File: src/rtl/btn_ctrl_cond.sv
// btn_ctrl_cond: conditions the three raw Zybo push buttons into CPU debug
// run-control: run pulse, halt pulse and a 4-phase single-step request with
// timeout abort. Each button passes through a 2-flop synchroniser and a
// stable-count debouncer; only press (rising) edges create events.
// Optional feature macro: BTN_STEP_REPEAT_EN enables step auto-repeat while
// the step button is held and the CPU is halted.
module btn_ctrl_cond #(
    parameter int DEBOUNCE_CYCLES = 1000000,
    parameter int CNT_W           = 20,
    parameter int STEP_TIMEOUT    = 4096,
    parameter int REPEAT_DELAY    = 50000000,
    parameter int REPEAT_PERIOD   = 10000000
) (
    input  logic       clk,
    input  logic       rst_n,
    input  logic [3:1] zybo_buttons,
    input  logic       cpu_running,
    input  logic       step_ack,
    output logic       dbg_run_core,
    output logic       dbg_halt_core,
    output logic       step_cycle,
    output logic       step_timeout,
    output logic [3:1] btn_state
);

    localparam logic [CNT_W-1:0] DB_LAST = CNT_W'(DEBOUNCE_CYCLES - 1);
    localparam int               TO_W    = $clog2(STEP_TIMEOUT);
    localparam logic [TO_W-1:0]  TO_LAST = TO_W'(STEP_TIMEOUT - 1);

    typedef enum logic [1:0] {
        ST_IDLE = 2'd0,
        ST_REQ  = 2'd1,
        ST_DROP = 2'd2
    } step_state_t;

    logic [3:1]       r_sync1;
    logic [3:1]       r_sync2;
    logic [3:1]       r_stable;
    logic [3:1]       r_stable_d;
    logic [CNT_W-1:0] r_db_cnt [3:1];

    logic             r_run_pulse;
    logic             r_halt_pulse;
    logic             r_step_cycle;
    logic             r_step_timeout;
    logic             r_pending;
    logic [TO_W-1:0]  r_to_cnt;
    step_state_t      r_state;

    logic [3:1]       w_evt;
    logic             w_run_evt;
    logic             w_halt_evt;
    logic             w_rep_evt;
    logic             w_step_evt;
    step_state_t      w_state_nxt;
    logic             w_step_cycle_nxt;
    logic             w_timeout_nxt;
    logic             w_pending_nxt;
    logic [TO_W-1:0]  w_to_cnt_nxt;

    // Two-flop synchroniser for the asynchronous button pins
    always_ff @(posedge clk or negedge rst_n) begin
        if (!rst_n) begin
            r_sync1 <= 3'b000;
            r_sync2 <= 3'b000;
        end else begin
            r_sync1 <= zybo_buttons;
            r_sync2 <= r_sync1;
        end
    end

    // Debounce: a level change is accepted only after DEBOUNCE_CYCLES consecutive differing samples
    always_ff @(posedge clk or negedge rst_n) begin
        if (!rst_n) begin
            r_stable <= 3'b000;
            for (int i = 1; i <= 3; i++) begin
                r_db_cnt[i] <= {CNT_W{1'b0}};
            end
        end else begin
            for (int i = 1; i <= 3; i++) begin
                if (r_sync2[i] == r_stable[i]) begin
                    r_db_cnt[i] <= {CNT_W{1'b0}};
                end else if (r_db_cnt[i] == DB_LAST) begin
                    r_stable[i] <= r_sync2[i];
                    r_db_cnt[i] <= {CNT_W{1'b0}};
                end else begin
                    r_db_cnt[i] <= r_db_cnt[i] + CNT_W'(1);
                end
            end
        end
    end

    // Delayed copy of the debounced levels for press-edge detection
    always_ff @(posedge clk or negedge rst_n) begin
        if (!rst_n) begin
            r_stable_d <= 3'b000;
        end else begin
            r_stable_d <= r_stable;
        end
    end

    // Press events only; halt has priority over a coincident run event
    assign w_evt      = r_stable & ~r_stable_d;
    assign w_halt_evt = w_evt[2] & cpu_running;
    assign w_run_evt  = w_evt[1] & ~cpu_running & ~w_evt[2];

`ifdef BTN_STEP_REPEAT_EN
    localparam int HOLD_MAX = (REPEAT_DELAY > REPEAT_PERIOD) ? REPEAT_DELAY : REPEAT_PERIOD;
    localparam int HOLD_W   = $clog2(HOLD_MAX);

    logic [HOLD_W-1:0] r_hold_cnt;
    logic              r_hold_phase;
    logic              r_rep_evt;

    // Hold counter: first synthetic step after REPEAT_DELAY, then every REPEAT_PERIOD
    always_ff @(posedge clk or negedge rst_n) begin
        if (!rst_n) begin
            r_hold_cnt   <= {HOLD_W{1'b0}};
            r_hold_phase <= 1'b0;
            r_rep_evt    <= 1'b0;
        end else if (!r_stable[3] || cpu_running) begin
            r_hold_cnt   <= {HOLD_W{1'b0}};
            r_hold_phase <= 1'b0;
            r_rep_evt    <= 1'b0;
        end else if (!r_hold_phase && (r_hold_cnt == HOLD_W'(REPEAT_DELAY - 1))) begin
            r_hold_cnt   <= {HOLD_W{1'b0}};
            r_hold_phase <= 1'b1;
            r_rep_evt    <= 1'b1;
        end else if (r_hold_phase && (r_hold_cnt == HOLD_W'(REPEAT_PERIOD - 1))) begin
            r_hold_cnt   <= {HOLD_W{1'b0}};
            r_hold_phase <= 1'b1;
            r_rep_evt    <= 1'b1;
        end else begin
            r_hold_cnt   <= r_hold_cnt + HOLD_W'(1);
            r_hold_phase <= r_hold_phase;
            r_rep_evt    <= 1'b0;
        end
    end

    assign w_rep_evt = r_rep_evt;
`else
    // Repeat timing is meaningless without the hold counter; keep the names referenced
    localparam int unused_repeat_cfg = REPEAT_DELAY + REPEAT_PERIOD;
    assign w_rep_evt = 1'b0;
`endif

    // Step requests are only honoured while the CPU is halted
    assign w_step_evt = (w_evt[3] | w_rep_evt) & ~cpu_running;

    // Run/halt pulse registers
    always_ff @(posedge clk or negedge rst_n) begin
        if (!rst_n) begin
            r_run_pulse  <= 1'b0;
            r_halt_pulse <= 1'b0;
        end else begin
            r_run_pulse  <= w_run_evt;
            r_halt_pulse <= w_halt_evt;
        end
    end

    // Step FSM state register
    always_ff @(posedge clk or negedge rst_n) begin
        if (!rst_n) begin
            r_state <= ST_IDLE;
        end else begin
            r_state <= w_state_nxt;
        end
    end

    // Step FSM next-state: ack beats a coincident timeout
    always_comb begin
        w_state_nxt = r_state;
        case (r_state)
            ST_IDLE: begin
                if (w_step_evt || r_pending) begin
                    w_state_nxt = ST_REQ;
                end else begin
                    w_state_nxt = ST_IDLE;
                end
            end
            ST_REQ: begin
                if (step_ack) begin
                    w_state_nxt = ST_DROP;
                end else if (r_to_cnt == TO_LAST) begin
                    w_state_nxt = ST_IDLE;
                end else begin
                    w_state_nxt = ST_REQ;
                end
            end
            ST_DROP: begin
                if (!step_ack) begin
                    w_state_nxt = ST_IDLE;
                end else begin
                    w_state_nxt = ST_DROP;
                end
            end
            default: begin
                w_state_nxt = ST_IDLE;
            end
        endcase
    end

    // Step FSM outputs: request level, timeout pulse, pending flag and timeout counter
    always_comb begin
        w_step_cycle_nxt = (w_state_nxt == ST_REQ);
        w_timeout_nxt    = 1'b0;
        w_pending_nxt    = r_pending;
        if (r_state == ST_REQ) begin
            if (r_to_cnt != TO_LAST) begin
                w_to_cnt_nxt = r_to_cnt + TO_W'(1);
            end else begin
                w_to_cnt_nxt = r_to_cnt;
            end
        end else begin
            w_to_cnt_nxt = {TO_W{1'b0}};
        end
        case (r_state)
            ST_IDLE: begin
                if (w_step_evt || r_pending) begin
                    w_pending_nxt = 1'b0;
                end else begin
                    w_pending_nxt = r_pending;
                end
            end
            ST_REQ: begin
                if (!step_ack && (r_to_cnt == TO_LAST)) begin
                    w_timeout_nxt = 1'b1;
                    w_pending_nxt = 1'b0;
                end else if (w_step_evt) begin
                    w_pending_nxt = 1'b1;
                end else begin
                    w_pending_nxt = r_pending;
                end
            end
            ST_DROP: begin
                if (w_step_evt) begin
                    w_pending_nxt = 1'b1;
                end else begin
                    w_pending_nxt = r_pending;
                end
            end
            default: begin
                w_pending_nxt = 1'b0;
            end
        endcase
    end

    // Step output registers; async reset drops step_cycle at once
    always_ff @(posedge clk or negedge rst_n) begin
        if (!rst_n) begin
            r_step_cycle   <= 1'b0;
            r_step_timeout <= 1'b0;
            r_pending      <= 1'b0;
            r_to_cnt       <= {TO_W{1'b0}};
        end else begin
            r_step_cycle   <= w_step_cycle_nxt;
            r_step_timeout <= w_timeout_nxt;
            r_pending      <= w_pending_nxt;
            r_to_cnt       <= w_to_cnt_nxt;
        end
    end

    assign dbg_run_core  = r_run_pulse;
    assign dbg_halt_core = r_halt_pulse;
    assign step_cycle    = r_step_cycle;
    assign step_timeout  = r_step_timeout;
    assign btn_state     = r_stable;

endmodule

File: config.mk
export PLATFORM = sky130hd
export DESIGN_NAME = btn_ctrl_cond
export DESIGN_NICKNAME = d
export VERILOG_FILES = /design/src/rtl/btn_ctrl_cond.sv
export SDC_FILE = /design/constraint.sdc
export NUM_CORES = 1
export LEC_CHECK = 0
export ABC_CLOCK_PERIOD_IN_PS = 3200
export CAP_MARGIN = 20
export CORE_MARGIN = 8
export CORE_UTILIZATION = 55
export CTS_CLUSTER_DIAMETER = 40
export CTS_CLUSTER_SIZE = 24
export DETAILED_ROUTE_END_ITERATION = 8
export PLACE_DENSITY_LB_ADDON = 0.08
export SYNTH_ARGS = -nofsm -noshare
export SYNTH_HDL_FRONTEND = slang
export SYNTH_SLANG_ARGS = --single-unit
File: constraint.sdc
create_clock -name clk -period 3.2 [get_ports clk]
set_input_delay 0.48 -clock clk [delete_from_list [all_inputs] [get_ports clk]]
set_output_delay 0.48 -clock clk [all_outputs]
set_load 0.03 [all_outputs]
==> impl_results.html <==
<table>
<tr><th>Metric</th><th>Value</th></tr>
<tr><th colspan="2">CTS</th></tr>
<tr><td>Clock latency reported for the late side of the worst-skew pair</td><td>about 0.35 ns</td></tr>
<tr><td>TritonCTS Buffers</td><td>9</td></tr>
<tr><td>Sinks on the clock net</td><td>91</td></tr>
<tr><td>Number of instances resized during post-cts repair</td><td>0</td></tr>
<tr><td>CTS root buf</td><td>clkbuf_8</td></tr>
<tr><td>Number of setup buffers added after CTS</td><td>0</td></tr>
<tr><td>Clock tree from TritonCTS</td><td>done</td></tr>
<tr><td>Cts hold-fix bufs</td><td>0</td></tr>
<tr><td>H-tree level count</td><td>3</td></tr>
<tr><td>CTS max path bufs</td><td>2</td></tr>
<tr><td>Reg clk slew, reported paths</td><td>~0.09 ns</td></tr>
<tr><th colspan="2">GRT</th></tr>
<tr><td>Number of global-route vias before repair</td><td>3,165</td></tr>
<tr><td>Combined global-route utilization of all metal layers</td><td>15.6%</td></tr>
<tr><td>First-pass GRT wire length</td><td>14,600 µm</td></tr>
<tr><td>Initial antenna violation count</td><td>0</td></tr>
<tr><td>Overflow left after global routing</td><td>0</td></tr>
<tr><td>Largest net degree at the start of global routing</td><td>53</td></tr>
<tr><th colspan="2">Drt</th></tr>
<tr><td>Uppermost signal routing layer after detailed routing</td><td>met4</td></tr>
<tr><td>Count of routing violations after the opening detailed-route iteration</td><td>between 100 and 150</td></tr>
<tr><td>ANT nets after route</td><td>0</td></tr>
<tr><td>Via density</td><td>5.76</td></tr>
<tr><td>Vias</td><td>around 3,200</td></tr>
<tr><td>Routed len/inst</td><td>around 15 µm</td></tr>
<tr><td>Detailed Route WL</td><td>just over 8000 µm</td></tr>
<tr><td>DRC viols</td><td>0</td></tr>
<tr><td>Detail Route met3 WL</td><td>~330 µm</td></tr>
<tr><td>First-pass iteration count of the detailed router</td><td>4</td></tr>
<tr><td>M1 wire length</td><td>3880 µm</td></tr>
<tr><td>Routed length on met2</td><td>~3900 µm</td></tr>
<tr><th colspan="2">Setup path</th></tr>
<tr><td>Cell breakdown of the critical path</td><td>clkdlybuf4s50_1</td></tr>
<tr><td>Standard cell with the maximum stage delay on the critical path</td><td>clkdlybuf4s50_1</td></tr>
<tr><td>Slowest stage delay, CP</td><td>around 0.7 ns</td></tr>
<tr><td>Critical-path maximum fanout</td><td>5</td></tr>
<tr><td>Critical Path Start Type</td><td>flop</td></tr>
<tr><td>Gate family responsible for the most delay along the worst path</td><td>buffers and inverters</td></tr>
<tr><td>Required time of the worst setup path</td><td>between 2 and 3 ns</td></tr>
<tr><td>Data arrival time of the worst path</td><td>about 1.5 ns</td></tr>
<tr><td>Worst path buffer plus inverter count</td><td>1</td></tr>
<tr><td>Critical path type</td><td>flop to output port</td></tr>
<tr><td>Crit path capture type</td><td>output port</td></tr>
<tr><th colspan="2">Power and ir drop</th></tr>
<tr><td>Internal cell power</td><td>around 0.0016 W</td></tr>
<tr><td>Total chip power</td><td>approximately 0.002 W</td></tr>
<tr><td>Fraction of power spent switching nets</td><td>between 20 and 25%</td></tr>
<tr><td>Gate power share</td><td>under 10%</td></tr>
<tr><td>Leakage Power</td><td>1.97 nW</td></tr>
<tr><td>Net switching power</td><td>between 0.0004 and 0.0005 W</td></tr>
<tr><td>Clock network fraction of total power</td><td>a little under two fifths</td></tr>
<tr><td>Total power divided by cell area</td><td>between 400 and 500 mW/mm²</td></tr>
<tr><td>Max VDD drop</td><td>a little under 0.3 mV</td></tr>
<tr><td>Fraction of power consumed by sequential logic</td><td>between 50 and 60%</td></tr>
<tr><th colspan="2">Job</th></tr>
<tr><td>Count of maximum capacitance violations</td><td>0</td></tr>
<tr><th colspan="2">Floorplan</th></tr>
<tr><td>Die Wd</td><td>~110 µm</td></tr>
<tr><td>Number of rows in the core area</td><td>32</td></tr>
<tr><td>Die area</td><td>~0.011 mm²</td></tr>
<tr><td>Core Region</td><td>just under 0.008 mm²</td></tr>
<tr><td>Starting density of the core</td><td>57.0%</td></tr>
<tr><td>I/O pins</td><td>14</td></tr>
<tr><td>Die outline height</td><td>105 µm</td></tr>
<tr><th colspan="2">Placed design</th></tr>
<tr><td>Detailed placer's ending HPWL</td><td>roughly 5500 µm</td></tr>
<tr><td>Count of buffers inserted at the top-level ports</td><td>13</td></tr>
<tr><td>GP Congestion</td><td>slightly above 0.8</td></tr>
<tr><th colspan="2">Timing</th></tr>
<tr><td>Setup Viol. Count Final</td><td>0</td></tr>
<tr><td>Pins over their slew limit</td><td>0</td></tr>
<tr><td>Actual slew at the worst max-slew pin</td><td>between 0.6 and 0.7 ns</td></tr>
<tr><td>RSZ-0062 raised after global routing</td><td>false</td></tr>
<tr><td>Final worst path period share</td><td>61.8%</td></tr>
<tr><td>Total negative slack</td><td>0 ns</td></tr>
<tr><td>Worst-case clock skew</td><td>approximately 0.014 ns</td></tr>
<tr><td>Final-report hold violation count</td><td>0</td></tr>
<tr><td>Relative slew slack</td><td>between 50% and 60%</td></tr>
<tr><td>Peak clock frequency supported by timing</td><td>0.506 GHz</td></tr>
<tr><td>Final period demand of the worst path</td><td>1.98 ns</td></tr>
<tr><th colspan="2">Cells and area</th></tr>
<tr><td>Number of nets in the final layout</td><td>about 460</td></tr>
<tr><td>Number of diodes added for antenna fixing</td><td>0</td></tr>
<tr><td>Ratio of cells with drive above 1 in the final layout</td><td>just under 7%</td></tr>
<tr><td>Layout area overhead</td><td>9.97%</td></tr>
<tr><th colspan="2">Logic synthesis</th></tr>
<tr><td>Share of synthesized area occupied by flip-flops and latches</td><td>between 50% and 60%</td></tr>
<tr><td>Number of instances in the synthesized netlist</td><td>approximately 440</td></tr>
<tr><td>Synthesized Nets</td><td>450</td></tr>
<tr><td>Count of flip-flops with a built-in enable after synthesis</td><td>0</td></tr>
<tr><td>Library cells used by synthesis</td><td>45</td></tr>
<tr><td>Top FF cell, synth</td><td>dfrtp_1</td></tr>
<tr><td>Synth Warn #</td><td>0</td></tr>
<tr><td>Avg Synthesized Cell Area</td><td>just over 10 µm²</td></tr>
<tr><td>Netlist Area Pre-Place</td><td>~0.0044 mm²</td></tr>
<tr><td>Synthesized flop and latch total</td><td>91</td></tr>
<tr><td>Fraction of registers with async set or reset after synthesis</td><td>100%</td></tr>
<tr><th colspan="2">Status</th></tr>
<tr><td>Outcome</td><td>finished clean</td></tr>
<tr><th colspan="2">Hold path</th></tr>
<tr><td>Worst min-delay path class</td><td>primary input to asynchronous set/reset pin</td></tr>
</table>
synth_stat cells, types with 2 or more instances:
library cell / instances / share of area [%]
a21boi_0: 2 / 0.34
a21oi_1: 20 / 2.3
and2_1: 7 / 0.99
and3_1: 7 / 0.99
and4_1: 4 / 0.80
buf_2: 2 / 0.23
clkbuf_1: 12 / 1.0
dfrtp_1: 91 / 52
ha_1: 8 / 2.3
inv_1: 14 / 1.2
mux2_2: 3 / 0.77
mux2i_1: 4 / 0.91
nand2_1: 28 / 2.4
nand2b_1: 4 / 0.57
nand3_1: 33 / 3.8
nand4_1: 14 / 2.0
nand4_2: 3 / 0.85
nor2_1: 48 / 4.1
nor2b_1: 2 / 0.28
nor3_1: 13 / 1.5
nor4_1: 12 / 1.7
nor4b_1: 4 / 0.80
nor4bb_1: 2 / 0.45
o21ai_0: 7 / 0.80
o31ai_1: 10 / 1.7
o41ai_1: 6 / 1.2
or2_2: 2 / 0.28
or3_1: 3 / 0.43
or4_1: 11 / 1.9
or4b_1: 2 / 0.45
xnor2_1: 22 / 4.4
xor2_1: 22 / 4.4
per-layer routing:
layer / vias to the layer above / track usage, %
met3: 11 / 4.63
met5: - / 0
met1: 1548 / 20.0
met4: 0 / 3.98
met2: 61 / 25.3
li1: 1577 / -
kinds of logic after synthesis:
family	Yosys count	synth area share, %
xor+xnor	44	8.75
compound gates	52	7.64
buf+inv	29	2.70
fa+ha+maj	8	2.27
mux	7	1.68
flops	91	51.7
simple gates	204	25.2
path summary, 6_finish.rpt:
check / startpoint / endpoint / slack (ns) / cells past startpoint
setup / recovery: btn_state[1] / btn_state[1] / 1.22 / 1
hold / removal: rst_n / r_to_cnt[6] / 0.10 / 1
setup reg to reg: r_db_cnt[7] / r_db_cnt[13] / 1.25 / 5
hold reg to reg: r_sync1[1] / r_sync2[1] / 0.35 / 0
max in group asynchronous: rst_n / r_db_cnt[29] / 2.45 / 2
min in group clk: r_sync1[1] / r_sync2[1] / 0.35 / 0
registers in the layout, indices dropped and copies added (netlist names):
register / cells
r_db_cnt: 60
r_to_cnt: 12
btn_state: 3
r_stable_d: 3
r_sync1: 3
r_sync2: 3
r_state: 2
dbg_halt_core: 1
dbg_run_core: 1
r_pending: 1
step_cycle: 1
step_timeout: 1
power groups by stage:
| stage | sequential (W) | clock, W | combinational [W] |
|---|---|---|---|
| after CTS | 0.00117 | 0.000798 | 0.0000710 |
| after floorplan | 0.00120 | 0 | 0.0000279 |
| after detailed placement | 0.00120 | 0 | 0.0000706 |
| after global routing | 0.00118 | 0.000842 | 0.0000795 |
| final | 0.00117 | 0.000768 | 0.0000679 |
| after global placement | 0.00120 | 0 | 0.0000693 |
stage by stage:
step | cell area [µm²] | hold WS, ns | utilization, % | worst slack (ns) | std cells
floorplan | 4400 | 0.184 | - | 1.50 | 435
global placement | 4650 | 0.331 | 60.1 | 1.31 | 539
detailed placement | 4650 | 0.336 | 60.1 | 1.26 | 539
CTS | 4840 | 0.112 | 62.7 | 1.19 | 555
global route | 4840 | 0.116 | 62.7 | 1.01 | 555
finish | 4840 | 0.102 | 62.7 | 1.22 | 555
cell usage in the layout (no fill, tap or decap), types with 4 or more instances in the layout:
master           count
a21oi_1             20
and2_1               7
and3_1               7
and4_1               4
buf_4                4
clkbuf_8            10
clkdlybuf4s50_1     12
dfrtp_1             91
ha_1                 8
inv_1               14
mux2i_1              4
nand2_1             28
nand2b_1             4
nand3_1             33
nand4_1             14
nor2_1              48
nor3_1              13
nor4_1              12
nor4b_1              4
o21ai_0              6
o31ai_1              9
o41ai_1              5
or4_1               11
xnor2_1             22
xor2_1              22
layout make-up:
| cell class | count | area (µm²) |
|---|---|---|
| Inverter | 14 | 52.6 |
| Multi-Input combinational cell | 315 | 2020 |
| Sequential cell | 91 | 2280 |
| Clock buffer | 12 | 145 |
| Tap cell | 102 | 128 |
| Clock inverter | 4 | 50.0 |
| Fill cell | 648 | 2890 |
| Timing Repair Buffer | 17 | 170 |
(Power assumes the default switching activity.)
